## src/rtl/commutator_n_to_1.sv

```systemverilog
// commutator_n_to_1: registered N-to-1 channel commutator.
// Static mode selects one channel by an (optionally bit-reversed) select code;
// scan mode walks round-robin through an enable mask with a programmable dwell.
module commutator_n_to_1 #(
    parameter int unsigned N_CH    = 8,
    parameter int unsigned W       = 1,
    parameter int unsigned SEL_W   = 3,
    parameter bit          BIT_REV = 1'b1
) (
    input  logic                clk,
    input  logic                rst,
    input  logic [N_CH*W-1:0]   d,
    input  logic [SEL_W-1:0]    sel,
    input  logic                mode,
    input  logic [N_CH-1:0]     ch_mask,
    input  logic [7:0]          dwell,
    output logic [W-1:0]        out,
    output logic [SEL_W-1:0]    out_ch,
    output logic                out_valid,
    output logic                frame_start
);

    localparam int unsigned CNT_W = 8;

    typedef enum logic [1:0] {
        ST_IDLE   = 2'd0,
        ST_STATIC = 2'd1,
        ST_SCAN   = 2'd2
    } state_t;

    state_t             r_state;
    logic [SEL_W-1:0]   r_ptr;
    logic [CNT_W-1:0]   r_cnt;
    logic               r_restart;

    logic [SEL_W-1:0]   w_idx;
    logic               w_idx_ok;
    logic [W-1:0]       w_idx_data;

    logic               w_mask_any;
    logic [SEL_W-1:0]   w_lowest;
    logic [SEL_W-1:0]   w_above;
    logic               w_found_above;
    logic               w_cur_en;

    logic               w_restart;
    logic               w_adv;
    logic [SEL_W-1:0]   w_tgt;
    logic               w_tgt_fs;
    logic [W-1:0]       w_tgt_data;

    // Static decode: optional bit reversal of sel, legality check, channel pick
    always_comb begin
        w_idx      = sel;
        w_idx_ok   = 1'b0;
        w_idx_data = '0;
        if (BIT_REV) begin
            for (int b = 0; b < int'(SEL_W); b++) begin
                w_idx[b] = sel[int'(SEL_W) - 1 - b];
            end
        end
        for (int k = 0; k < int'(N_CH); k++) begin
            if (w_idx == SEL_W'(k)) begin
                w_idx_ok   = 1'b1;
                w_idx_data = d[k*W +: W];
            end
        end
    end

    // Mask search: lowest enabled channel, first enabled channel above the pointer
    always_comb begin
        w_mask_any    = |ch_mask;
        w_lowest      = '0;
        w_above       = '0;
        w_found_above = 1'b0;
        w_cur_en      = 1'b0;
        for (int k = int'(N_CH) - 1; k >= 0; k--) begin
            if (ch_mask[k]) begin
                w_lowest = SEL_W'(k);
                if (SEL_W'(k) > r_ptr) begin
                    w_above       = SEL_W'(k);
                    w_found_above = 1'b1;
                end
            end
            if (r_ptr == SEL_W'(k)) begin
                w_cur_en = ch_mask[k];
            end
        end
    end

    // Scan step: restart at lowest channel, advance (dwell expired or channel dropped), or hold
    always_comb begin
        w_restart  = (r_state != ST_SCAN) | r_restart;
        w_adv      = ~w_cur_en | (r_cnt >= dwell);
        w_tgt      = r_ptr;
        w_tgt_fs   = 1'b0;
        w_tgt_data = '0;
        if (w_restart) begin
            w_tgt    = w_lowest;
            w_tgt_fs = 1'b1;
        end else if (w_adv) begin
            w_tgt    = w_found_above ? w_above : w_lowest;
            w_tgt_fs = ~w_found_above;
        end
        for (int k = 0; k < int'(N_CH); k++) begin
            if (w_tgt == SEL_W'(k)) begin
                w_tgt_data = d[k*W +: W];
            end
        end
    end

    // Mode FSM with registered outputs; sampled mode drives the outputs on the same edge
    always_ff @(posedge clk or posedge rst) begin
        if (rst) begin
            r_state     <= ST_IDLE;
            r_ptr       <= '0;
            r_cnt       <= '0;
            r_restart   <= 1'b0;
            out         <= '0;
            out_ch      <= '0;
            out_valid   <= 1'b0;
            frame_start <= 1'b0;
        end else begin
            case (r_state)
                ST_IDLE: begin
                    r_state     <= mode ? ST_SCAN : ST_STATIC;
                    r_restart   <= 1'b1;
                    out         <= '0;
                    out_ch      <= '0;
                    out_valid   <= 1'b0;
                    frame_start <= 1'b0;
                end
                default: begin
                    if (!mode) begin
                        r_state     <= ST_STATIC;
                        r_restart   <= 1'b1;
                        out         <= w_idx_ok ? w_idx_data : '0;
                        out_ch      <= w_idx_ok ? w_idx : '0;
                        out_valid   <= w_idx_ok;
                        frame_start <= 1'b0;
                    end else if (!w_mask_any) begin
                        r_state     <= ST_SCAN;
                        r_restart   <= 1'b1;
                        out         <= '0;
                        out_ch      <= '0;
                        out_valid   <= 1'b0;
                        frame_start <= 1'b0;
                    end else begin
                        r_state     <= ST_SCAN;
                        r_restart   <= 1'b0;
                        r_ptr       <= w_tgt;
                        r_cnt       <= (w_restart || w_adv) ? '0 : r_cnt + CNT_W'(1);
                        out         <= w_tgt_data;
                        out_ch      <= w_tgt;
                        out_valid   <= 1'b1;
                        frame_start <= w_tgt_fs;
                    end
                end
            endcase
        end
    end

endmodule

```

## config.mk

```make
export PLATFORM = sky130hd
export DESIGN_NAME = commutator_n_to_1
export DESIGN_NICKNAME = d
export VERILOG_FILES = /design/src/rtl/commutator_n_to_1.sv
export SDC_FILE = /design/constraint.sdc
export NUM_CORES = 1
export LEC_CHECK = 0
export BUFFER_PORTS_ARGS = -buffer_cell sky130_fd_sc_hd__buf_2
export CAP_MARGIN = 20
export CELL_PAD_IN_SITES_DETAIL_PLACEMENT = 1
export CELL_PAD_IN_SITES_GLOBAL_PLACEMENT = 2
export CORE_UTILIZATION = 32
export CTS_CLUSTER_SIZE = 40
export DETAILED_ROUTE_END_ITERATION = 7
export GPL_ROUTABILITY_DRIVEN = 1
export MAX_ROUTING_LAYER = met4
export PLACE_DENSITY = 0.81
export SLEW_MARGIN = 20
export SYNTH_ARGS = -nofsm -noshare
export SYNTH_HDL_FRONTEND = slang
export SYNTH_SLANG_ARGS = --single-unit
```

## constraint.sdc

```tcl
create_clock -name clk -period 3.29 [get_ports clk]
set_input_delay 0.658 -clock clk [delete_from_list [all_inputs] [get_ports clk]]
set_output_delay 0.658 -clock clk [all_outputs]
set_load 0.005 [all_outputs]
```

==> results_dict.tcl, run 1 <==
set metrics [dict create \
    tns_ns 0 \
    synth_nets 245 \
    mostFrequentLayoutCells "35 x buf_2, 32 x nand2_1, 20 x dfrtp_1, 19 x inv_1, 12 x nor2_1" \
    clock-root-buffer "clkbuf_8" \
    p_per_area_nw_per_um2 310 \
    cp_slowest_cell "mux2_1" \
    whs_endpoint "r_state[1]" \
    cp_num_buf_inv 2 \
    num-nets-final 285 \
    synth.avg_cell_area_sq_um 8.35 \
    dpl_cell_area_sq_um 2000 \
    synthArstFlopShare_pct 100 \
    start_kind "input port" \
    fin_crit_ns 2.83 \
    drt_iter0_markers 86 \
    final_area_sq_um 2040 \
    critPathTopFamily "compound AO/OA/AOI/OAI gates" \
    via_count 1685 \
    drive_above_1_share_pct 25.0 \
    via_per_inst 5.37 \
    first_pass_iters 4 \
    rsz0062_at_grt "false" \
    netlist_area_sq_um 1720 \
    critical_path_class "input port to flip-flop" \
    yosysWarnings 0 \
    hp-start "mode" \
    worstPathArrival_ns 2.98 \
    die_area_sq_um 5670 \
    path_depth 11 \
    post_cts_buffers 0 \
    io_buffers 35 \
    worst_pin_slew_ns 0.859 \
    setup_viol 0 \
    synth_edf_count 0 \
    min_path_type "input port to flip-flop" \
    crit_path_cell_trace "buf_2 > inv_1 > ha_1 > a211o_1 > o211ai_1 > and3_1 > a31oi_4 > nor3_2 > mux2_1 > o2111a_1 > a311o_1" \
    place.gp.congestion 0.829 \
    wl_per_cell_um 15.8 \
    rr_startpoint "r_cnt[5]" \
    rows 26 \
    num_antenna_cells 0 \
    start_util_pct 33.5 \
    ys.flop_type "dfrtp_1" \
    max_cap_viol_count 0 \
    cts-htree-levels 1 \
    clkTransAtPathRegs_ns 0.07 \
    max_slew_margin_pct 42.7 \
    setup.worst_path.end_class "flip-flop" \
    hold_ws_ns 0.550 \
    grt_pass1_vias 1658 \
    gr-total-overflow 0 \
    reg2reg_slack_ns 0.49 \
    coreArea_sq_um 5140 \
    startpoint "dwell[5]" \
    ys_types 54 \
    period_share_pct 86.1 \
    cts_tree "done" \
    timing.fmax_mhz 353 \
    drcViolationCount 0 \
    io_pins 36 \
    hold_viol 0 \
    synth-seq-area-share_pct 29.1 \
    layoutNonFillerInstCount 314 \
    antenna_found_initial 0 \
    max_stage_delay_ns 0.34 \
    status "completed" \
    whs_path_depth 1 \
    cts_made_buffers 3 \
    clockBufferDepth 2 \
    syn_inst 206 \
    worst_r2r_endpoint "out" \
    cts_hold_buf 0 \
    area_growth_pct 18.4 \
    drv_slew 0 \
    grt_max_degree 21 \
    ant_nets 0 \
    die_w_um 75.3 \
    rr_worst_depth 9 \
    ys_seq_elements 20 \
    grt_pass1_wl_um 7920 \
    wl_um 4950 \
    required_ns 3.44 \
    finClkSkew_ns 0.00242 \
    cts_resized 0 \
    ir_drop_v 0.000194 \
    p_leak_uw 0.000945 \
    placed_cells 311 \
    hpwl_um 3950 \
    grt_usage_pct 19.1 \
    layout_commonest_cell "buf_2" \
    insertion_delay_ns 0.26 \
    die_h_um 75.3 \
    cts_sinks 20 \
    cp_max_fo 5 \
]
-- routing by layer --
layer  part of all wire [%]  global-route usage, %
met5                      0                      -
met4                   0.61                   2.26
met3                    3.1                   3.31
met2                     51                   33.6
met1                     45                   23.5
-- where the power goes --
group | switching (uW) | total [uW] | internal [uW] | leakage (uW)
Clock | 84.3 | 166 | 81.8 | 0.0000216
Sequential | 12.4 | 271 | 259 | 0.000259
Combinational | 114 | 195 | 81.0 | 0.000665
Total | 211 | 632 | 421 | 0.000945
-- through the flow --
stage,util [%],power [uW],worst slack (ns)
after detailed placement,38.8,472,0.160
after CTS,39.6,640,0.441
final,39.6,632,0.459
after global routing,39.6,670,0.328
after global placement,38.8,468,0.226
after floorplan,-,401,0.391
-- worst reg2reg max path: cells and delay by family, from the launching register on --
family / cells / cell delay [ns]
mux: 1 / 0.34
compound gates: 5 / 1.02
flops: 1 / 0.45
fa+ha+maj: 1 / 0.32
simple gates: 2 / 0.57
-- state kept, by name, indices dropped and copies added, names as in the netlist --
signal	cells
r_cnt	8
out_ch	3
r_ptr	3
r_state	2
frame_start	1
out	1
out_valid	1
r_restart	1
-- Yosys cell counts, types with 3 or more instances --
library cell / n / area, sq um
nand2_1: 32 / 120
dfrtp_1: 20 / 500
inv_1: 19 / 71.3
nor2_1: 12 / 45.0
o21ai_0: 10 / 50.1
a21oi_1: 9 / 45.0
ha_1: 9 / 113
nand2b_1: 9 / 56.3
nand3_1: 6 / 30.0
nor3_1: 5 / 25.0
a21o_1: 4 / 30.0
nand4_1: 4 / 25.0
o211ai_1: 4 / 30.0
o22ai_1: 4 / 25.0
a31oi_1: 3 / 18.8
and3_1: 3 / 18.8
mux4_2: 3 / 67.6
-- worst max path at each step --
stage          end  slack [ns]
3_3_place_gp   out        0.23
5_1_grt        out        0.33
3_5_place_dp   out        0.16
6_report       out        0.46
2_1_floorplan  out        0.39
4_1_cts        out        0.44
-- kinds of logic (layout without fill, tap and decap cells) --
kind of cell	after synthesis	in the layout	share of synthesized area, %
flip-flops	20	20	29.1
buffers and inverters	24	62	5.60
AO/OA/AOI/OAI	60	60	25.9
multiplexers	6	6	5.75
adder cells (fa/ha/maj)	9	9	6.55
AND/OR/NAND/NOR	87	87	27.1
-- area by class of cell --
class	instances	area (sq um)
multi-input combinational	162	1120
clock buffer	3	41.3
inverter	19	71.3
sequential	20	500
tap	70	87.6
fill	676	3100
timing repair buffer	40	213
No activity file was read; power rests on OpenSTA's default activity.
==> inputs of run 2 (changes only) <==
--- a/config.mk
+++ b/config.mk
@@ -9,12 +9,13 @@
 export CAP_MARGIN = 20
 export CELL_PAD_IN_SITES_DETAIL_PLACEMENT = 1
 export CELL_PAD_IN_SITES_GLOBAL_PLACEMENT = 2
-export CORE_UTILIZATION = 32
+export CORE_UTILIZATION = 33
+export CTS_BUF_LIST = sky130_fd_sc_hd__clkbuf_8
 export CTS_CLUSTER_SIZE = 40
 export DETAILED_ROUTE_END_ITERATION = 7
 export GPL_ROUTABILITY_DRIVEN = 1
 export MAX_ROUTING_LAYER = met4
-export PLACE_DENSITY = 0.81
+export PLACE_DENSITY = 0.83
 export SLEW_MARGIN = 20
 export SYNTH_ARGS = -nofsm -noshare
 export SYNTH_HDL_FRONTEND = slang
==> run 2 against run 1 <==
Against the previous run: clock-buffer cell count is 1 higher; clock power is 14% higher; die area is 2.9% lower; worst setup slack worse by 0.056 ns; sequential share of layout area hardly changed; via count is 0.30% lower; critical path depth stayed put; first-iteration DRC count is 45% lower; total power is 3.5% higher; final cell count is 0.96% lower; sequential power hardly changed; critical path type unchanged; highest routed layer unchanged.
==> results_dict.tcl, run 2 (synthesis results as in run 1) <==
set metrics [dict create \
    status "completed" \
    largest_register "r_cnt" \
    drt_iter0_markers 47 \
    period_share_pct 87.8 \
    via_per_inst 5.40 \
    die_h_um 74.2 \
    p_per_area_nw_per_um2 321 \
    largest_reg_flops 8 \
    max_stage_delay_ns 0.36 \
    hold_viol 0 \
    rows 25 \
    cts_resized 0 \
    place.gp.congestion 0.821 \
    post_cts_buffers 0 \
    cts_tree "done" \
    p_int_uw 446 \
    drv_slew 0 \
    die_w_um 74.2 \
    timing.fmax_mhz 346 \
    max_slew_margin_pct 48.2 \
    cp_slowest_cell "mux2_1" \
    layout_commonest_cell "buf_2" \
    gr-total-overflow 0 \
    num_antenna_cells 0 \
    cts_made_buffers 3 \
    coreArea_sq_um 4880 \
    path_depth 11 \
    die_area_sq_um 5510 \
    grt_pass1_vias 1617 \
    finClkSkew_ns 0.00295 \
    fillCellCount 632 \
    area_growth_pct 18.5 \
    min_path_type "input port to async pin" \
    required_ns 3.43 \
    rsz0062_at_grt "false" \
    critPathTopFamily "compound AO/OA/AOI/OAI gates" \
    clockBufferDepth 2 \
    start_util_pct 35.3 \
    cp_num_buf_inv 2 \
    max_cap_viol_count 0 \
    ir_drop_v 0.000155 \
    worst_pin_slew_ns 0.775 \
    power_switching_uw 208 \
    mostFrequentLayoutCells "35 x buf_2, 32 x nand2_1, 20 x dfrtp_1, 19 x inv_1, 12 x nor2_1" \
    critical_path_class "input port to flip-flop" \
    largestRegisters "r_cnt (8), out_ch (3), r_ptr (3)" \
    grt_max_degree 21 \
    rr_worst_depth 9 \
    pwr-share-comb_pct 29.4 \
    hpwl_um 3780 \
    drive_above_1_share_pct 25.0 \
    insertion_delay_ns 0.26 \
    start_kind "input port" \
    num-nets-final 284 \
    io_buffers 35 \
    io_pins 36 \
    cts_hold_buf 0 \
    first_pass_iters 4 \
    grt_usage_pct 19.4 \
    p_leak_uw 0.000948 \
    via_count 1680 \
    fin_crit_ns 2.89 \
    ant_nets 0 \
    clkTransAtPathRegs_ns 0.08 \
    setup.worst_path.end_class "flip-flop" \
    cts_sinks 20 \
    tns_ns 0 \
    cts-htree-levels 1 \
    antenna_found_initial 0 \
    drcViolationCount 0 \
    pwr-share-clk_pct 28.9 \
    cp_max_fo 5 \
    wl_um 4730 \
    crit_path_cell_trace "buf_2 > inv_1 > ha_1 > a211o_1 > o211ai_1 > and3_1 > a31oi_4 > nor3_2 > mux2_1 > o2111a_1 > a311o_1" \
    p_total_uw 654 \
    worstPathArrival_ns 3.03 \
    power_frac_seq_pct 41.7 \
    clock-root-buffer "clkbuf_8" \
    sw_frac_of_total_pct 31.8 \
    wl_per_cell_um 15.2 \
    setup_viol 0 \
    grt_pass1_wl_um 8000 \
]
[run 2: final timing paths]
path | endpoint | slack (ns) | start
max | out | 0.40 | dwell[5]
max in group asynchronous | r_cnt[4] | 2.27 | rst
min | out_ch[1] | 0.53 | rst
max reg2reg | out | 0.44 | r_cnt[5]
min in group clk | r_cnt[0] | 0.55 | r_cnt[0]
min reg2reg | r_cnt[0] | 0.55 | r_cnt[0]
[run 2: area by class of cell]
cell class / instances / area, sq um / share of cell area, %
Clock buffer: 4 / 55.1 / 2.70
Inverter: 19 / 71.3 / 3.50
Multi-Input combinational cell: 162 / 1120 / 55.1
Sequential cell: 20 / 500 / 24.5
Tap cell: 67 / 83.8 / 4.11
Timing Repair Buffer: 39 / 205 / 10.1
[run 2: power groups by stage]
stage | Combinational [uW] | Sequential [uW] | Clock [uW]
floorplan | 130 | 271 | 0
global placement | 190 | 278 | 0
detailed placement | 192 | 278 | 0
CTS | 194 | 273 | 193
global route | 214 | 275 | 204
finish | 192 | 273 | 189
[run 2: metrics by stage]
step	setup WS (ns)	instance area [sq um]	util [%]	cells	hold slack, ns
2_1_floorplan	0.391	1720	-	206	0.494
3_3_place_gp	0.211	1980	40.7	307	0.530
3_5_place_dp	0.137	1980	40.7	307	0.533
4_1_cts	0.396	2040	41.8	311	0.547
5_1_grt	0.258	2040	41.8	311	0.550
6_report	0.403	2040	41.8	311	0.528
[run 2: worst register-to-register path, stage by stage (launching register included)]
cell,delay (ns)
dfrtp_1,0.45
ha_1,0.31
a211o_1,0.26
o211ai_1,0.12
and3_1,0.31
a31oi_4,0.15
nor3_2,0.28
mux2_1,0.36
o2111a_1,0.23
a311o_1,0.26
[run 2: layer usage]
| layer | global-route usage [%] | routed length, um |
|---|---|---|
| met5 | - | 0 |
| met4 | 5.13 | 38 |
| met3 | 1.22 | 119 |
| met2 | 28.2 | 2030 |
| met1 | 28.9 | 2540 |
